`src/rtl/ball_pong.sv`:
```
// Pong ball engine: moves the ball once per animation step, bounces it off the walls and
// paddles, keeps both scores and drives the ball edges in the renderer's 12-bit format.
module ball_pong #(
  parameter int unsigned SIZE        = 8,
  parameter int unsigned IX          = 320,
  parameter int unsigned IY          = 240,
  parameter int unsigned SPEED_X     = 2,
  parameter int unsigned SPEED_Y     = 2,
  parameter int unsigned D_WIDTH     = 639,
  parameter int unsigned D_HEIGHT    = 470,
  parameter int unsigned HOLD_FRAMES = 60,
  parameter int unsigned WIN_SCORE   = 7
) (
  input  logic        in_clock,
  input  logic        in_reset,
  input  logic        in_ani_stb,
  input  logic        in_animate,
  input  logic        in_serve,
  input  logic [11:0] in_l_x1,
  input  logic [11:0] in_l_x2,
  input  logic [11:0] in_l_y1,
  input  logic [11:0] in_l_y2,
  input  logic [11:0] in_r_x1,
  input  logic [11:0] in_r_x2,
  input  logic [11:0] in_r_y1,
  input  logic [11:0] in_r_y2,
  output logic [11:0] out_x1,
  output logic [11:0] out_x2,
  output logic [11:0] out_y1,
  output logic [11:0] out_y2,
  output logic [3:0]  out_score_l,
  output logic [3:0]  out_score_r,
  output logic        out_point_l,
  output logic        out_point_r,
  output logic [1:0]  out_state
);

  localparam logic [11:0] Size     = 12'(SIZE);
  localparam logic [11:0] InitX    = 12'(IX);
  localparam logic [11:0] InitY    = 12'(IY);
  localparam logic [11:0] SpeedX   = 12'(SPEED_X);
  localparam logic [11:0] SpeedY   = 12'(SPEED_Y);
  localparam logic [11:0] BottomY  = 12'(D_HEIGHT - SIZE - SPEED_Y);
  localparam logic [11:0] TopY     = 12'(SIZE + SPEED_Y);
  localparam logic [11:0] RightX   = 12'(D_WIDTH - SIZE - SPEED_X);
  localparam logic [11:0] LeftX    = 12'(SIZE + SPEED_X);
  localparam logic [7:0]  HoldLast = 8'(HOLD_FRAMES);
  localparam logic [3:0]  WinScore = 4'(WIN_SCORE);

  typedef enum logic [1:0] {StWait = 2'd0, StPlay = 2'd1, StScored = 2'd2, StOver = 2'd3} state_e;

  state_e      state_q, state_d;
  logic [11:0] x_q, x_d, y_q, y_d;
  logic        dx_q, dx_d;           // 1 = right
  logic        dy_q, dy_d;           // 1 = down
  logic        serve_dir_q, serve_dir_d;
  logic [3:0]  score_l_q, score_l_d, score_r_q, score_r_d;
  logic        point_l_q, point_l_d, point_r_q, point_r_d;
  logic [7:0]  hold_q, hold_d;

  logic step;
  logic overlap_l, overlap_r, hit_l, hit_r;
  logic [3:0] score_inc;

  // Bar x1 edges on the left and x2 edges on the right are outside the hit logic.
  logic unused_edges;
  assign unused_edges = ^{in_l_x1, in_r_x2};

  assign step      = in_ani_stb & in_animate;
  assign overlap_l = (y_q + Size >= in_l_y1) && (y_q - Size <= in_l_y2);
  assign overlap_r = (y_q + Size >= in_r_y1) && (y_q - Size <= in_r_y2);
  assign hit_l     = !dx_q && (x_q - Size >= in_l_x2) && (x_q - Size - SpeedX <= in_l_x2)
                     && overlap_l;
  assign hit_r     = dx_q && (x_q + Size <= in_r_x1) && (x_q + Size + SpeedX >= in_r_x1)
                     && overlap_r;

  always_comb begin
    state_d     = state_q;
    x_d         = x_q;
    y_d         = y_q;
    dx_d        = dx_q;
    dy_d        = dy_q;
    serve_dir_d = serve_dir_q;
    score_l_d   = score_l_q;
    score_r_d   = score_r_q;
    point_l_d   = 1'b0;
    point_r_d   = 1'b0;
    hold_d      = hold_q;
    score_inc   = 4'd0;
    if (step) begin
      unique case (state_q)
        StWait: begin
          if (in_serve) begin
            state_d = StPlay;
            dx_d    = serve_dir_q;
            dy_d    = 1'b1;
          end
        end
        StPlay: begin
          if (dy_q && (y_q >= BottomY)) begin
            dy_d = 1'b0;
            y_d  = y_q - SpeedY;
          end else if (!dy_q && (y_q <= TopY)) begin
            dy_d = 1'b1;
            y_d  = y_q + SpeedY;
          end else begin
            y_d = dy_q ? y_q + SpeedY : y_q - SpeedY;
          end

          if (hit_l) begin
            dx_d = 1'b1;
            x_d  = x_q + SpeedX;
          end else if (hit_r) begin
            dx_d = 1'b0;
            x_d  = x_q - SpeedX;
          end else if (!dx_q && (x_q <= LeftX)) begin
            // Right player scores; the ball freezes where it is.
            score_inc   = score_r_q + 4'd1;
            score_r_d   = score_inc;
            point_r_d   = 1'b1;
            serve_dir_d = 1'b0;
            x_d         = x_q;
            y_d         = y_q;
            dy_d        = dy_q;
            hold_d      = 8'd0;
            state_d     = (score_inc == WinScore) ? StOver : StScored;
          end else if (dx_q && (x_q >= RightX)) begin
            score_inc   = score_l_q + 4'd1;
            score_l_d   = score_inc;
            point_l_d   = 1'b1;
            serve_dir_d = 1'b1;
            x_d         = x_q;
            y_d         = y_q;
            dy_d        = dy_q;
            hold_d      = 8'd0;
            state_d     = (score_inc == WinScore) ? StOver : StScored;
          end else begin
            x_d = dx_q ? x_q + SpeedX : x_q - SpeedX;
          end
        end
        StScored: begin
          hold_d = hold_q + 8'd1;
          if (hold_d == HoldLast) begin
            x_d     = InitX;
            y_d     = InitY;
            state_d = StWait;
          end
        end
        StOver: ;
        default: state_d = StWait;
      endcase
    end
  end

  always_ff @(posedge in_clock or negedge in_reset) begin
    if (!in_reset) begin
      state_q     <= StWait;
      x_q         <= InitX;
      y_q         <= InitY;
      dx_q        <= 1'b1;
      dy_q        <= 1'b1;
      serve_dir_q <= 1'b1;
      score_l_q   <= 4'd0;
      score_r_q   <= 4'd0;
      point_l_q   <= 1'b0;
      point_r_q   <= 1'b0;
      hold_q      <= 8'd0;
    end else begin
      state_q     <= state_d;
      x_q         <= x_d;
      y_q         <= y_d;
      dx_q        <= dx_d;
      dy_q        <= dy_d;
      serve_dir_q <= serve_dir_d;
      score_l_q   <= score_l_d;
      score_r_q   <= score_r_d;
      point_l_q   <= point_l_d;
      point_r_q   <= point_r_d;
      hold_q      <= hold_d;
    end
  end

  assign out_x1      = x_q - Size;
  assign out_x2      = x_q + Size;
  assign out_y1      = y_q - Size;
  assign out_y2      = y_q + Size;
  assign out_score_l = score_l_q;
  assign out_score_r = score_r_q;
  assign out_point_l = point_l_q;
  assign out_point_r = point_r_q;
  assign out_state   = state_q;

endmodule

```
`config.mk`:
```
export PLATFORM = sky130hd
export DESIGN_NAME = ball_pong
export DESIGN_NICKNAME = d
export VERILOG_FILES = /design/src/rtl/ball_pong.sv
export SDC_FILE = /design/constraint.sdc
export NUM_CORES = 1
export LEC_CHECK = 0
export BUFFER_PORTS_ARGS = -buffer_cell sky130_fd_sc_hd__buf_2
export CELL_PAD_IN_SITES_DETAIL_PLACEMENT = 1
export CELL_PAD_IN_SITES_GLOBAL_PLACEMENT = 2
export CORE_MARGIN = 10
export CORE_UTILIZATION = 33
export CTS_CLUSTER_SIZE = 25
export DETAILED_ROUTE_END_ITERATION = 12
export HOLD_SLACK_MARGIN = 0.15
export PLACE_DENSITY_LB_ADDON = 0.1
export SETUP_SLACK_MARGIN = 0.02
export SLEW_MARGIN = 20
export SYNTH_ARGS = -nofsm -noshare
export SYNTH_HDL_FRONTEND = slang
export SYNTH_SLANG_ARGS = --single-unit
```
`constraint.sdc`:
```
create_clock -name in_clock -period 8.5 [get_ports in_clock]
set_input_delay 0.85 -clock in_clock [delete_from_list [all_inputs] [get_ports in_clock]]
set_output_delay 0.85 -clock in_clock [all_outputs]
set_load 0.005 [all_outputs]
```
Yosys cells after proc, flatten, opt, wreduce, memory -nomap -nowiden
Cells that the tools add are included.
Widths: inputs -> output; s select.
- $add $sub $neg: 13
- order comparisons: 12
- equality and inequality tests: 13
- mux-type cells: 55
- bitwise operators: 4
- reductions and logical operators: 27
- operator list (operator ; count):
    $mux 12 ; 14
    $ge 12x12->1 ; 4
    $le 12x12->1 ; 4
    $pmux 12 s2 ; 2
    $add 12x2->12 const B ; 3
    $sub 12x2->12 const B ; 3
    $mux 8 ; 4
    $mux 1 ; 25
    $reduce_and 5->1 ; 5
    $add 12x4->12 const B ; 2
    $le 12x4->1 const B ; 2
    $sub 12x4->12 const B ; 2
    $pmux 8 s2 ; 1
    $ge 12x10->1 const B ; 1
    $ge 12x9->1 const B ; 1
    $logic_and 1x1->1 ; 12
    $mux 2 ; 6
    $add 4x1->4 const B ; 2
    $add 8x1->8 const B ; 1
    $eq 4x3->1 const B ; 2
    $eq 8x6->1 const B ; 1
    $ne 2x2->1 const B ; 4
    $ne 4x4->1 const B ; 2
    $reduce_and 7->1 ; 1
    13 further kinds ; 20
- register bits: 47
- output and inout bits: 60

Logic depth before layout (Yosys ltp)
Gate-level depths: netlist of the first run.
- depth after elaboration: 9
- depth in mapped cells: 19
- mapped depth without buffers: 17

Least setup slack after synthesis of the first run
OpenSTA, ideal clock, no wires.
- path kind: register to register
- start: register x_q[3]
- end: register x_q[3]
- library setup time: 0.087 ns
- data arrival time: 4.454 ns
- required time: 8.413 ns
- setup slack: 3.959 ns
- stages on the path, launching flop included: 19
- buffers on the path: 2
- path through: dfrtp_1 > clkbuf_1 > inv_1 > ha_1 > xor2_1 > nor3_1 > nand3_1 > or3_1 > xnor2_1 > ha_1 > nand4_1 > a211oi_1 > a2111oi_0 > o32ai_1 > or2_0 > clkbuf_1 > and3_1 > or4_1 > o211ai_1
- elaborated cells on any way between the ends: 29
- classes of those cells: add/sub (6); order compare (6); eq/ne (2); mux (6); reduce/logical (9)
- RTL lines (element ; line ; text):
    start: declaration ; 53 ; logic [11:0] x_q, x_d, y_q, y_d;
    start signal: assignment ; 158 ; x_q <= InitX;
    $sub 12x4->12 * ; -- ;
    net out_x1[3] ; 27 ; output logic [11:0] out_x1,
    $sub 12x2->12 or $ge 12x12->1 (tied branches) ; 72 ; assign hit_l = !dx_q && (x_q - Size >= in_l_x2) && (x_q - Size - SpeedX <= in_l_x2)
    $le 12x12->1 or $logic_and 1x1->1 (tied branches) ; 72 ;
    $logic_and 1x1->1 * ; 72 ;
    $logic_and 1x1->1 * ; 73 ; && overlap_l;
    $ne 4x4->1 (no line) or $mux 12 (tied branches) ; -- ;
    $reduce_and 5->1 (no line) or $pmux 12 s2 (tied branches) ; -- ;
Mark *: on every way through the listed nets, which the timed path passes. The rest lies on a longest branch. The select of a mux whose other input is x is not followed.
A chain may end at the register's enable or synchronous reset.

Final worst setup path of the first run
- start: register x_q[3]
- end: register y_q[9]
- cells in the longest elaborated chain, start to end: 8
- elaborated cells on any way between the ends: 24
- classes of those cells: add/sub (4); order compare (6); eq/ne (2); mux (3); reduce/logical (9)
- ends and longest elaborated chain (element ; line ; text):
    $add 12x4->12 ; 74 ; assign hit_r = dx_q && (x_q + Size <= in_r_x1) && (x_q + Size + SpeedX >= in_r_x1)
    $add 12x2->12 or $le 12x12->1 (tied branches) ; 74 ;
    $ge 12x12->1 or $logic_and 1x1->1 (tied branches) ; 74 ;
    $logic_and 1x1->1 ; 74 ;
    $logic_and 1x1->1 ; 75 ; && overlap_r;
    $mux 12 ; 113 ; end else if (hit_r) begin
    $mux 12 ; 110 ; if (hit_l) begin
    $pmux 12 s2 ; 91 ; unique case (state_q)
    end signal: assignment ; 159 ; y_q <= InitY;
    end signal: assignment ; 171 ; y_q <= y_d;
    end: declaration ; 53 ;
Parallel ways exist; a longest one is shown, timed or not.

==> qor.yml, run 1 <==
run_status:
  outcome: "completed"
timing:
  slew_headroom: 0.3827
  worst_slew_pin_slew_ns: 0.9026
  clock.fmax_mhz: 169.5
  hold_viol_final: 0
  rsz0062_at_grt: "no"
  tns_ns: 0
  setup_violations: 0
  drv_slew: 0
  fin_crit_ns: 5.899
  post-route-period-util: 0.6941
  timing.hold.ws_ns: 0.5074
  finClkSkew_ns: 0.01053
die:
  die-area_mm2: 0.02387
  dieWidth_um: 154.5
  die_h_um: 154.5
  ios: 161
  core_mm2: 0.01790
  initial_core_util: 0.3334
  num_rows: 49
final_layout:
  multi_input_area_mm2: 0.004239
  fillCellCount: 2226
  antenna_cells: 0
  final_layout_size_suffix_gt1_frac: 0.2028
  regArea_mm2: 0.001137
  area_delta_synth_final_pct: 15.30
  final_cells: 1072
  final_nets: 1051
  utilization: 0.3845
power_and_ir_drop:
  power_frac_clock: 0.099
  finalPower_mw: 2.045
  p_leak_nw: 3.584
  switching_power_mw: 1.064
  intPower_mw: 0.9810
  powerDensity_mw_per_mm2: 297.2
  power_frac_seq: 0.221
  peakVddDrop_uv: 95.62
  swShare: 0.5204
  combPwrFrac: 0.680
logic_synthesis:
  seq_area_frac_synth: 0.1905
  synth_top_area_share: 0.2264
  ys_types: 72
  synth_top_area_cell: "ha_1"
  synth_edf_count: 0
  ys_async_sr_fraction: 1.000
  syn_inst: 737
  yosys_warnings: 0
  synth_seq_cells: 45
  syn_area_per_cell_um2: 8.100
  ys.flop_type: "dfrtp_1"
  synth_area_mm2: 0.005969
  synth_area_leaders: "ha_1 23%, dfrtp_1 15%, inv_1 6.5%, xnor2_1 6.3%, dfstp_2 4.0%"
setup_path:
  worstSetupStartpointType: "flip-flop"
  critPathMaxStageDelay_ns: 0.68
  crit_chain: "inv_1, ha_1, and3_1, xnor2_1, inv_1, nor3_1, nand3_1, xnor2_1, ha_1, o21ai_0, nor2_1, a2111oi_0, o32ai_1, nor2_4, o31ai_4, buf_4, or2_1, o31ai_1"
  cp.required_ns: 8.69
  path_delay_family: "compound AO/OA/AOI/OAI gates"
  crit_path_end_kind: "flip-flop"
  path_buf_inv: 3
  worstPathMaxFanout: 20
  critical_path.slowest_cell: "dfrtp_1"
  crit_arrival_ns: 6.09
  critPathKind: "reg2reg"
place:
  port-buffer-count: 132
  placed_cells: 1064
  globalplace.congestion: 0.8470
  hpwl_um: 16810
clocking:
  cts.clk_slew.worst_paths_ns: 0.07
  cts_made_buffers: 5
  cts_root_buffer: "clkbuf_16"
  cts_buffer_depth: 2
  clock_latency_ns: 0.29
  cts_setup_buffers: 0
  cts.sinks: 45
  tritoncts: "built"
  cts-resized-gates: 0
  cts_hold_buf: 0
  htreeDepth: 2
global_route:
  antenna_found_initial: 0
  grt_pass1_vias: 6114
  grt_usage: 0.1653
  grt_pass1_wl_um: 33060
  overflow: 0
  grt_max_degree: 46
routing:
  drt_wl_total_um: 20220
  avgViaCountPerCell: 5.303
  wl_per_cell_um: 18.86
  vias: 5685
  drt_iter0_markers: 179
  drt-pass1-iter-count: 4
  drc: 0
  highest_layer: "met4"
  ant_nets: 0
  wl_met2_um: 9048
  met3_length_um: 1004
  drt-met1-wl_um: 9946
hold_path:
  hold_class: "reg2reg"
flow_run:
  drv_cap: 0
## area by class of cell
class                      count  area share
timing repair buffer         135     0.09925
sequential                    45      0.1652
clock buffer                   7     0.02072
clock inverter                 1    0.001091
multi-input combinational    552      0.6159
tap                          229     0.04163
inverter                     103     0.05617
## synth_stat cells (9+ instances only)
cell	number
nand2_1	44
nor2_1	45
ha_1	108
a211oi_1	11
nor3_1	16
a21oi_1	41
dfrtp_1	36
clkbuf_1	20
and3_1	14
xnor2_1	43
nand4_1	22
nand3_1	25
dfstp_2	9
xor2_1	13
inv_1	103
buf_4	15
o21ai_0	26
o211ai_1	13
## layout by cell type, fill, tap and decap left out, types with 14 or more instances in the layout
cell type,Yosys,routed
nor2_1,45,45
xnor2_1,43,43
and3_1,14,14
a21oi_1,41,41
dfrtp_1,36,36
o21ai_0,26,26
nand4_1,22,22
ha_1,108,108
nand2_1,44,44
nand3_1,25,25
inv_1,103,103
nor3_1,16,16
buf_2,3,132
## through the flow
step	cell area (um^2)	setup WS, ns
finish	6883	2.601
detailed placement	6733	2.519
global route	6883	2.087
floorplan	5981	3.959
CTS	6883	2.499
global placement	6733	2.797
## registers in the layout, summed over array words and instances (netlist names)
signal	count
x_q	11
out_point_r	1
y_q	11
out_point_l	1
dy_q	1
out_score_r	4
out_score_l	4
hold_q	8
dx_q	1
serve_dir_q	1
out_state	2
## worst paths after layout
kind                       slack, ns              to  cells after the start      startpoint
setup / recovery                2.60          y_q[9]                     18          x_q[3]
hold / removal                  0.51  out_score_r[3]                      1  out_score_r[3]
setup reg to reg                2.60          y_q[9]                     18          x_q[3]
hold reg to reg                 0.51  out_score_r[3]                      1  out_score_r[3]
max in group asynchronous       7.40       hold_q[6]                      2        in_reset
min in group asynchronous       0.66         y_q[11]                      2        in_reset
## per-layer routing
metal	vias to the layer above	global-route usage
li1	2798	-
met1	2732	0.2252
met2	142	0.2698
met3	13	0.02801
met4	0	0.02879
met5	-	0
## power by group through the flow
stage	sequential, mW	clock [mW]	combinational, mW
2_1_floorplan	0.354	0	1.03
3_3_place_gp	0.450	0	1.35
3_5_place_dp	0.457	0	1.41
4_1_cts	0.453	0.208	1.42
5_1_grt	0.472	0.217	1.59
6_report	0.452	0.202	1.39
## cells by family after synthesis
kind of cell / after synthesis / synth area share
AND/OR/NAND/NOR: 212 / 0.1882
AO/OA/AOI/OAI: 164 / 0.1968
buffers and inverters: 143 / 0.1012
adder cells (fa/ha/maj): 108 / 0.2264
XOR/XNOR: 56 / 0.08216
flip-flops: 45 / 0.1905
multiplexers: 8 / 0.01404
other: 1 / 0.0006282
Note: power is estimated with default switching activity, not from simulation.
==> run 2, diff against run 1 <==
- CORE_UTILIZATION: 33 -> 28
- clock period: 8.5 -> 4.9 ns (I/O delays scaled with it)
==> run 2 against run 1 <==
  * Worst hold slack worse by 0.23 ns
  * Global-route usage down 1.4 points
  * Cell count up 9.0%
  * Count of clock-buffer cells in the layout down 1
  * Die area up 15%
  * Sequential power up 65%
  * Register-to-register slack worse by 2.2 ns
  * Sequential share of layout area down 1.1 points
==> qor.yml, run 2 (synthesis gave the netlist of run 1 again) <==
setup_path:
  cp.required_ns: 5.14  # -3.55 ns
  crit_start: "x_q[6]"
  crit_end: "x_q[4]"
  worstSetupStartpointType: "flip-flop"
  crit_arrival_ns: 4.77  # -1.32 ns
  r2r_cells: 18  # unchanged
  crit_path_end_kind: "flip-flop"
  worstPathMaxFanout: 6  # -70%
  critPathKind: "reg2reg"
  ff2ff_setup_slack_ns: 0.37  # -2.23 ns
  r2r-end: "x_q[4]"
  timing.rr.start: "x_q[6]"
timing:
  setup_violations: 0  # unchanged
  clock.fmax_mhz: 220.7  # +30%
  final.setup.worst_slack_ns: 0.3685  # -2.232 ns
  drv_slew: 0  # unchanged
  slew_headroom: 0.4163  # +0.03367
  hold_viol_final: 0  # unchanged
  worst_slew_pin_slew_ns: 0.8534  # -0.04922 ns
  fin_crit_ns: 4.532  # -1.368 ns
  finClkSkew_ns: 0.009072  # -0.001461 ns
  rsz0062_at_grt: "no"
  post-route-period-util: 0.9248  # +0.2307
  tns_ns: 0  # unchanged
power_and_ir_drop:
  power_frac_seq: 0.193  # -0.028
  finalPower_mw: 3.865  # +89%
  swShare: 0.4953  # -0.02509
  power_frac_clock: 0.107  # +0.008
  intPower_mw: 1.951  # +99%
  powerDensity_mw_per_mm2: 523.3  # +76%
  peakVddDrop_uv: 228.6  # +140%
  combPwrFrac: 0.700  # +0.020
  switching_power_mw: 1.914  # +80%
  p_leak_nw: 3.865  # +7.8%
place:
  hpwl_um: 18230  # +8.4%
  globalplace.congestion: 0.8478  # about the same
  pre_cts_slack_ns: 0.2629  # -2.257 ns
  port-buffer-count: 132  # unchanged
  place_area_mm2: 0.007191  # +6.8%
die:
  initial_core_util: 0.2840  # -0.04948
  dieWidth_um: 166.0  # +7.5%
  die-area_mm2: 0.02756  # +15%
  core_mm2: 0.02102  # +17%
  ios: 161  # unchanged
  num_rows: 53  # +8.2%
  die_h_um: 166.0  # +7.5%
clocking:
  tritoncts: "built"
  htreeDepth: 2  # unchanged
  cts-resized-gates: 0  # unchanged
  cts_hold_buf: 0  # unchanged
  cts_buffer_depth: 2  # unchanged
  cts.sinks: 45  # unchanged
  cts_made_buffers: 5  # unchanged
  cts_root_buffer: "clkbuf_16"
  cts.clk_slew.worst_paths_ns: 0.07  # about the same
  clock_latency_ns: 0.30  # about the same
  cts_setup_buffers: 0  # unchanged
routing:
  drc: 0  # unchanged
  ant_nets: 0  # unchanged
  drt-pass1-iter-count: 5  # +1
  drt_iter0_markers: 192  # +7.3%
  wl_per_cell_um: 18.49  # -2.0%
  vias: 5846  # +2.8%
  drt_wl_total_um: 21590  # +6.8%
  avgViaCountPerCell: 5.005  # -5.6%
final_layout:
  reg_top3: "x_q: 11 flops, y_q: 11 flops, hold_q: 8 flops"
  area_delta_synth_final_pct: 23.75
  final_nets: 1101  # +4.8%
  antenna_cells: 0  # unchanged
  final_layout_size_suffix_gt1_frac: 0.2520  # +0.04911
  layout_common_cells: "132 x buf_2, 108 x ha_1, 103 x inv_1, 51 x buf_4, 45 x nor2_1"
  postLayoutCellArea_mm2: 0.007387  # +7.3%
  utilization: 0.3514  # -0.03306
  final_common_cell: "buf_2"
hold_path:
  hold_class: "in2async"
run_status:
  outcome: "completed"
global_route:
  antenna_found_initial: 0  # unchanged
  grt_usage: 0.1516  # -0.01377
  grt_max_degree: 46  # unchanged
  overflow: 0  # unchanged
  grt_pass1_wl_um: 34790  # +5.2%
  grt_pass1_vias: 6421  # +5.0%
flow_run:
  drv_cap: 0  # unchanged
## run 2: worst min path at each step
stage / from / to / slack (ns)
CTS: in_reset / y_q[9] / 0.32
detailed placement: out_score_l[3] / out_score_l[3] / 0.50
floorplan: in_reset / hold_q[0] / 0.19
global placement: out_score_l[3] / out_score_l[3] / 0.49
global route: in_reset / y_q[9] / 0.35
finish: in_reset / y_q[9] / 0.28
## run 2: final cells by class
cell class / count / area (um^2)
Fill cell: 2587 / 13630
Multi-Input combinational cell: 552 / 4259
Sequential cell: 45 / 1137
Timing Repair Buffer: 185 / 1084
Inverter: 103 / 386.6
Tap cell: 275 / 344.1
Clock buffer: 6 / 138.9
Clock inverter: 2 / 37.54
## run 2: metrics by stage
step,instances,hold WS [ns]
2_1_floorplan,740,0.1944
3_3_place_gp,1160,0.4865
3_5_place_dp,1160,0.4972
4_1_cts,1168,0.3237
5_1_grt,1168,0.3481
6_report,1168,0.2776
## run 2: worst max-delay path, stage by stage (launching register included)
cell and delay, ns:
dfstp_2 0.60, nor3_1 0.09, buf_4 0.14, and3_1 0.22
xnor2_1 0.32, inv_1 0.09, or3_1 0.37, xnor2_1 0.20
ha_1 0.28, nand4_1 0.14, a211oi_1 0.07, a2111oi_0 0.51
buf_4 0.20, o32ai_2 0.10, or2_0 0.33, buf_4 0.20
a2111o_1 0.36, a21oi_1 0.14, a211o_1 0.11
## run 2: per-layer routing
layer	global-route usage	up-vias	routed length, um
met1	0.2001	2823	10620
met5	0	-	0
met4	0.02388	0	176
li1	-	2907	-
met2	0.2584	108	10060
met3	0.02272	8	735
## run 2: power by group through the flow
stage | clock network, mW | logic, mW | registers, mW
2_1_floorplan | 0 | 1.78 | 0.614
3_3_place_gp | 0 | 2.64 | 0.751
3_5_place_dp | 0 | 2.74 | 0.756
4_1_cts | 0.430 | 2.75 | 0.749
5_1_grt | 0.443 | 3.09 | 0.778
6_report | 0.414 | 2.71 | 0.746
